**config.mk**
```make
export PLATFORM = sky130hd
export DESIGN_NAME = if_id_skid_reg_flat
export DESIGN_NICKNAME = d
export VERILOG_FILES = /design/src/rtl/if_id_skid_reg_if.sv /design/src/rtl/if_id_skid_reg.sv /design/src/flat_wrapper.sv
export SDC_FILE = /design/constraint.sdc
export NUM_CORES = 1
export LEC_CHECK = 0
export BUFFER_PORTS_ARGS = -buffer_cell sky130_fd_sc_hd__buf_4
export CAP_MARGIN = 20
export CORE_UTILIZATION = 53
export CTS_CLUSTER_DIAMETER = 120
export DETAILED_ROUTE_END_ITERATION = 16
export PLACE_DENSITY_LB_ADDON = 0.05
export SETUP_SLACK_MARGIN = 0.5
export SLEW_MARGIN = 10
export SYNTH_ARGS = -nofsm -noshare
export SYNTH_HDL_FRONTEND = slang
export SYNTH_SLANG_ARGS = --single-unit
export TNS_END_PERCENT = 10
```
**constraint.sdc**
```tcl
create_clock -name Clk -period 1.82 [get_ports Clk]
set_input_delay 0.455 -clock Clk [delete_from_list [all_inputs] [get_ports Clk]]
set_output_delay 0.455 -clock Clk [all_outputs]
set_load 0.02 [all_outputs]
```
**src/rtl/if_id_skid_reg_if.sv**
```systemverilog
// IF/ID handshake bundle: fetch-side push channel, decode-side pop channel and flush.
// The master modport belongs to the surrounding pipeline; the slave modport belongs to the skid register.
interface if_id_skid_reg_if #(
  parameter int unsigned INSTR_W = 32,
  parameter int unsigned PC_W    = 32
);
  logic               in_valid;
  logic               in_ready;
  logic [INSTR_W-1:0] in_instr;
  logic [PC_W-1:0]    in_pc;
  logic               flush;
  logic               out_valid;
  logic               out_ready;
  logic [INSTR_W-1:0] out_instr;
  logic [PC_W-1:0]    out_pc;

  modport master (
    output in_valid, in_instr, in_pc, flush, out_ready,
    input  in_ready, out_valid, out_instr, out_pc
  );

  modport slave (
    input  in_valid, in_instr, in_pc, flush, out_ready,
    output in_ready, out_valid, out_instr, out_pc
  );
endinterface

```
**src/rtl/if_id_skid_reg.sv**
```systemverilog
// IF/ID pipeline register with a 2-entry skid buffer, flush and full throughput.
// Optional `IFID_STALL_CNT_EN adds a saturating decode-stall counter output.
module if_id_skid_reg #(
  parameter int unsigned INSTR_W = 32,
  parameter int unsigned PC_W    = 32
) (
  input  logic                Clk,
  input  logic                Reset,
  if_id_skid_reg_if.slave     bus
`ifdef IFID_STALL_CNT_EN
  ,
  output logic [15:0]         stall_cnt
`endif
);

  typedef enum logic [1:0] {StEmpty, StOne, StTwo} state_e;

  state_e             r_state;
  logic               r_out_valid;
  logic               r_in_ready;
  logic [INSTR_W-1:0] r_main_instr;
  logic [PC_W-1:0]    r_main_pc;
  logic [INSTR_W-1:0] r_skid_instr;
  logic [PC_W-1:0]    r_skid_pc;

  logic w_push;
  logic w_pop;

  assign w_push = bus.in_valid & r_in_ready;
  assign w_pop  = r_out_valid & bus.out_ready;

  assign bus.in_ready  = r_in_ready;
  assign bus.out_valid = r_out_valid;
  assign bus.out_instr = r_main_instr;
  assign bus.out_pc    = r_main_pc;

  // Handshake outputs are registered alongside the state so no input reaches them combinationally.
  always_ff @(posedge Clk or negedge Reset) begin
    if (!Reset) begin
      r_state      <= StEmpty;
      r_out_valid  <= 1'b0;
      r_in_ready   <= 1'b1;
      r_main_instr <= '0;
      r_main_pc    <= '0;
      r_skid_instr <= '0;
      r_skid_pc    <= '0;
    end else if (bus.flush) begin
      r_state     <= StEmpty;
      r_out_valid <= 1'b0;
      r_in_ready  <= 1'b1;
    end else begin
      case (r_state)
        StEmpty: begin
          if (w_push) begin
            r_main_instr <= bus.in_instr;
            r_main_pc    <= bus.in_pc;
            r_state      <= StOne;
            r_out_valid  <= 1'b1;
          end
        end
        StOne: begin
          if (w_push && !w_pop) begin
            r_skid_instr <= bus.in_instr;
            r_skid_pc    <= bus.in_pc;
            r_state      <= StTwo;
            r_in_ready   <= 1'b0;
          end else if (w_push && w_pop) begin
            r_main_instr <= bus.in_instr;
            r_main_pc    <= bus.in_pc;
          end else if (w_pop) begin
            r_state     <= StEmpty;
            r_out_valid <= 1'b0;
          end
        end
        StTwo: begin
          if (w_pop) begin
            r_main_instr <= r_skid_instr;
            r_main_pc    <= r_skid_pc;
            r_state      <= StOne;
            r_in_ready   <= 1'b1;
          end
        end
        default: begin
          r_state     <= StEmpty;
          r_out_valid <= 1'b0;
          r_in_ready  <= 1'b1;
        end
      endcase
    end
  end

`ifdef IFID_STALL_CNT_EN
  logic [15:0] r_stall_cnt;

  always_ff @(posedge Clk or negedge Reset) begin
    if (!Reset) begin
      r_stall_cnt <= '0;
    end else if (bus.flush) begin
      r_stall_cnt <= '0;
    end else if (r_out_valid && !bus.out_ready && (r_stall_cnt != 16'hFFFF)) begin
      r_stall_cnt <= r_stall_cnt + 16'd1;
    end
  end

  assign stall_cnt = r_stall_cnt;
`endif

endmodule

```
**src/flat_wrapper.sv**
```systemverilog
// flat-port wrapper written by rule: the top's interface ports become plain ports
module if_id_skid_reg_flat 
#(
  parameter int unsigned INSTR_W = 32,
  parameter int unsigned PC_W    = 32
)
  (Clk, Reset, bus_in_valid, bus_in_instr, bus_in_pc, bus_flush, bus_out_ready, bus_in_ready, bus_out_valid, bus_out_instr, bus_out_pc);
  if_id_skid_reg_if #(.INSTR_W(INSTR_W), .PC_W(PC_W)) bus_i ();
  input  logic Clk;
  input  logic Reset;
  input wire logic [$bits(bus_i.in_valid)-1:0] bus_in_valid;
  input wire logic [$bits(bus_i.in_instr)-1:0] bus_in_instr;
  input wire logic [$bits(bus_i.in_pc)-1:0] bus_in_pc;
  input wire logic [$bits(bus_i.flush)-1:0] bus_flush;
  input wire logic [$bits(bus_i.out_ready)-1:0] bus_out_ready;
  output wire logic [$bits(bus_i.in_ready)-1:0] bus_in_ready;
  output wire logic [$bits(bus_i.out_valid)-1:0] bus_out_valid;
  output wire logic [$bits(bus_i.out_instr)-1:0] bus_out_instr;
  output wire logic [$bits(bus_i.out_pc)-1:0] bus_out_pc;
  assign bus_i.in_valid = bus_in_valid;
  assign bus_i.in_instr = bus_in_instr;
  assign bus_i.in_pc = bus_in_pc;
  assign bus_i.flush = bus_flush;
  assign bus_i.out_ready = bus_out_ready;
  assign bus_in_ready = bus_i.in_ready;
  assign bus_out_valid = bus_i.out_valid;
  assign bus_out_instr = bus_i.out_instr;
  assign bus_out_pc = bus_i.out_pc;
  if_id_skid_reg #(.INSTR_W(INSTR_W), .PC_W(PC_W)) u_core (.Clk(Clk), .Reset(Reset), .bus(bus_i));
endmodule
```
==> results.md <==
- Max Cap Violations: 0
- Slowest stage cell, crit path: dfrtp_1
- Vias per std cell: 5.42
- Combinational Power Share: 0.356
- Number of DRC markers in iteration 0: 168
- Grt met1 use: 0.321
- Cells after Synth: between 500 and 600
- Sw Ratio: 0.332
- Leakage: 3.44 nW
- Final nets: 722
- Post-synth top flop: dfrtp_1
- Post-route ant nets: 0
- Unique masters post-synth: 23
- RSZ-0062 raised after global routing: yes
- Overall routing resource usage: 0.255
- Die Ht: slightly above 100 um
- Cts hold-fix bufs: 0
- Vias in the first global route: 4,356
- Horiz. Die Dim: between 100 and 150 um
- Clk pwr share: 0.243
- CTS max path bufs: 2
- RD Place Congestion: approximately 0.74
- Port Buffers: between 100 and 150
- P_int: 8.71 mW
- FP Rows: 36
- DR WL/cell: between 15 and 20 um
- WP data arrival: 2.18 ns
- Via count: 4,316
- # placed instances: roughly 760
- Slew @ Worst Pin: ~0.52 ns
- Register bit total from synthesis: ~130
- Met2 usage: 0.425
- Worst EP required: 2.25 ns
- Share of power burned in registers: 0.401
- Period utilization: 0.961
- Cell Pwr Density: between 1500 and 2000 nW/um2
- Pre-CTS setup slack: 0.0351 ns
- Rel. slew slack: 0.651
- Critical path cell sequence: or2_4, a221oi_4, buf_12, buf_12, clkbuf_16, nor2_2, a31oi_1
- Outcome: finished with violations
- HPWL Detailed: roughly 7.5 mm
- Fillers: 660
- GR peak layer: met2
- Layout cells sized above 1: 0.398
- Pre-Repair DR Iteration Count: 4
- CP Launch Type: flop
- Worst setup EP type: flop
- Post-synth ARST share: 1.00
- Final Setup Violations: 0
- Worst vdd ir: slightly above 1 mV
- H-tree lvl count: 4
- Fin Setup TNS: 0 ns
- Area of the core: approximately 9900 um2
- CTS Buf Count: 17
- Yosys warns: 0
- Root Buffer: clkbuf_8
- Area growth syn-to-layout: 36.8%
- Max Clk Rate: ~0.57 GHz
- Global Route met3 Usage: 0.0642
- Total gr overflow: 0
- Clk pin slew, worst setup/hold paths: 0.06 ns
- Worst Hold Slack: -0.0235 ns
- Hold Path Class: in -> async
- # DRC: 0
- Largest net degree at the start of global routing: between 90 and 100
- Post-Syn Area: 5490 um2
- Avg Cell Area, Syn: roughly 11 um2
- CP bufs+invs: 3
- First-pass GRT wire length: between 20 and 25 mm
- Max Clock Skew: 0.00727 ns
- Clock Latency Late Sink: a little over 0.5 ns
- Worst Path Max Fanout: 8
- Synth top area cells: dfrtp_1, mux2_2, nand2_1
- Post-Syn Nets: between 500 and 600
- Cell mode on critical path: buf_12
- Min Tclk post-route: about 1.7 ns
- Post-synthesis sequential area ratio: 0.602
- Initial antenna violation count: 0
- Net Switching: around 4.3 mW
- Routed wire length: between 10 and 15 mm
- Die footprint: about 11,000 um2
- Post-synth top area share: 0.598
- Cell family with most CP delay: buffers and inverters
- Non-filler cells, final: approximately 800
- # diodes: 0
- Number of enable flip-flop cells after synthesis: 0
- Failing checks: negative hold slack
- # clock sinks: around 130
- CP max stage delay: roughly 0.42 ns
- TritonCTS clock tree: yes
- Hold Vio Cnt, Final: 12
- Final Max Tran Viols: 0
- Crit Path Class: reg -> reg
- Synth area leader: dfrtp_1
- Effective utilization at floorplan: 0.554
- Worst Slack Setup Final: 0.0717 ns
- I/O pins: 135
## power by group through the flow
stage          sequential [mW]  combinational, mW  clock (mW)
2_1_floorplan             5.92               1.80           0
3_3_place_gp              5.12               4.22           0
3_5_place_dp              5.20               4.34           0
4_1_cts                   5.17               4.57        3.22
5_1_grt                   5.39               4.97        3.35
6_report                  5.23               4.64        3.17
## state kept, by name (all words and copies together), names as in the netlist
register and flops:
u_core.bus.out_valid 1, u_core.bus.out_pc 32, u_core.r_skid_instr 32, u_core.bus.out_instr 32, u_core.r_state 2, u_core.r_skid_pc 32
u_core.bus.in_ready 1
## cells in the final DEF, fill, tap and decap left out, types with 2 or more instances in the layout
cell type,n
nand3b_1,2
bufinv_16,2
nor2_2,6
clkinv_2,3
clkbuf_1,5
dfrtp_1,131
buf_4,141
clkbuf_16,18
nor2_1,57
a21oi_1,5
buf_16,6
nor2_4,5
nand2_1,129
mux2_2,64
clkbuf_8,4
buf_12,5
a31oi_1,63
## final timing paths
kind,start,end,slack (ns),cells past startpoint
worst max-delay path,u_core.r_state[1]$_DFFE_PN0P_,u_core.bus.out_pc[9]$_DFFE_PN0P_,0.07,7
worst min-delay path,Reset,u_core.r_skid_instr[11]$_DFFE_PN0P_,-0.02,2
worst max register to register,u_core.r_state[1]$_DFFE_PN0P_,u_core.bus.out_pc[9]$_DFFE_PN0P_,0.07,7
worst min register to register,u_core.r_skid_pc[3]$_DFFE_PN0P_,u_core.r_skid_pc[3]$_DFFE_PN0P_,0.50,1
max in group asynchronous,Reset,u_core.bus.in_ready$_DFFE_PN1P_,1.42,2
min in group Clk,bus_flush,u_core.r_state[0]$_DFFE_PN0P_,0.15,2
## layout make-up
type / instances / area (um2) / area share
sequential: 132 / 3300 / 0.440
multi-input combinational: 346 / 2100 / 0.279
timing repair buffer: 155 / 1390 / 0.185
clock buffer: 25 / 474 / 0.0632
tap: 133 / 166 / 0.0222
clock inverter: 5 / 75.1 / 0.0100
inverter: 1 / 3.75 / 0.000500
## kinds of logic after synthesis
family / count (synthesis) / share of synthesized area
buf+inv: 36 / 0.0331
simple gates: 207 / 0.146
compound gates: 74 / 0.0855
xor+xnor: 1 / 0.00160
mux: 64 / 0.131
flops: 132 / 0.602
## stage by stage
step / util / hold WS, ns / power (mW) / cell area [um2]
finish: 0.757 / -0.0235 / 13.0 / 7510
global route: 0.757 / 0.0154 / 13.7 / 7510
CTS: 0.747 / 0.00236 / 13.0 / 7400
detailed placement: 0.673 / 0.493 / 9.54 / 6670
global placement: 0.673 / 0.486 / 9.34 / 6670
floorplan: - / 0.159 / 7.72 / 5590
## synthesized netlist by cell type, drive strengths merged, types with 2 or more instances
cell,count
a21oi,5
a31oi,64
buf,23
clkbuf,12
dfrtp,131
mux2,64
nand2,130
nand2b,2
nand3b,2
nor2,68
nor2b,2
or2,2
## worst reg2reg max path: cells and delay by family (launching register included)
kind / cells / cell delay (ns)
AO/OA/AOI/OAI: 2 / 0.43
flip-flops: 1 / 0.42
AND/OR/NAND/NOR: 2 / 0.33
buffers and inverters: 3 / 0.51
## per-layer routing
layer  vias to the layer above  part of all wire
met5                         -                 0
met4                         0             0.015
met3                        16             0.061
met2                       132              0.52
met1                      2130              0.41
li1                       2038                 -
## repair_timing
action | CTS | global route
resized for setup | 8 | 15
buffers inserted | 4 | 0
cloned | 4 | 2
setup endpoints to repair | 195 | 196
pin swaps | 1 | 3
(Power assumes the default switching activity.)
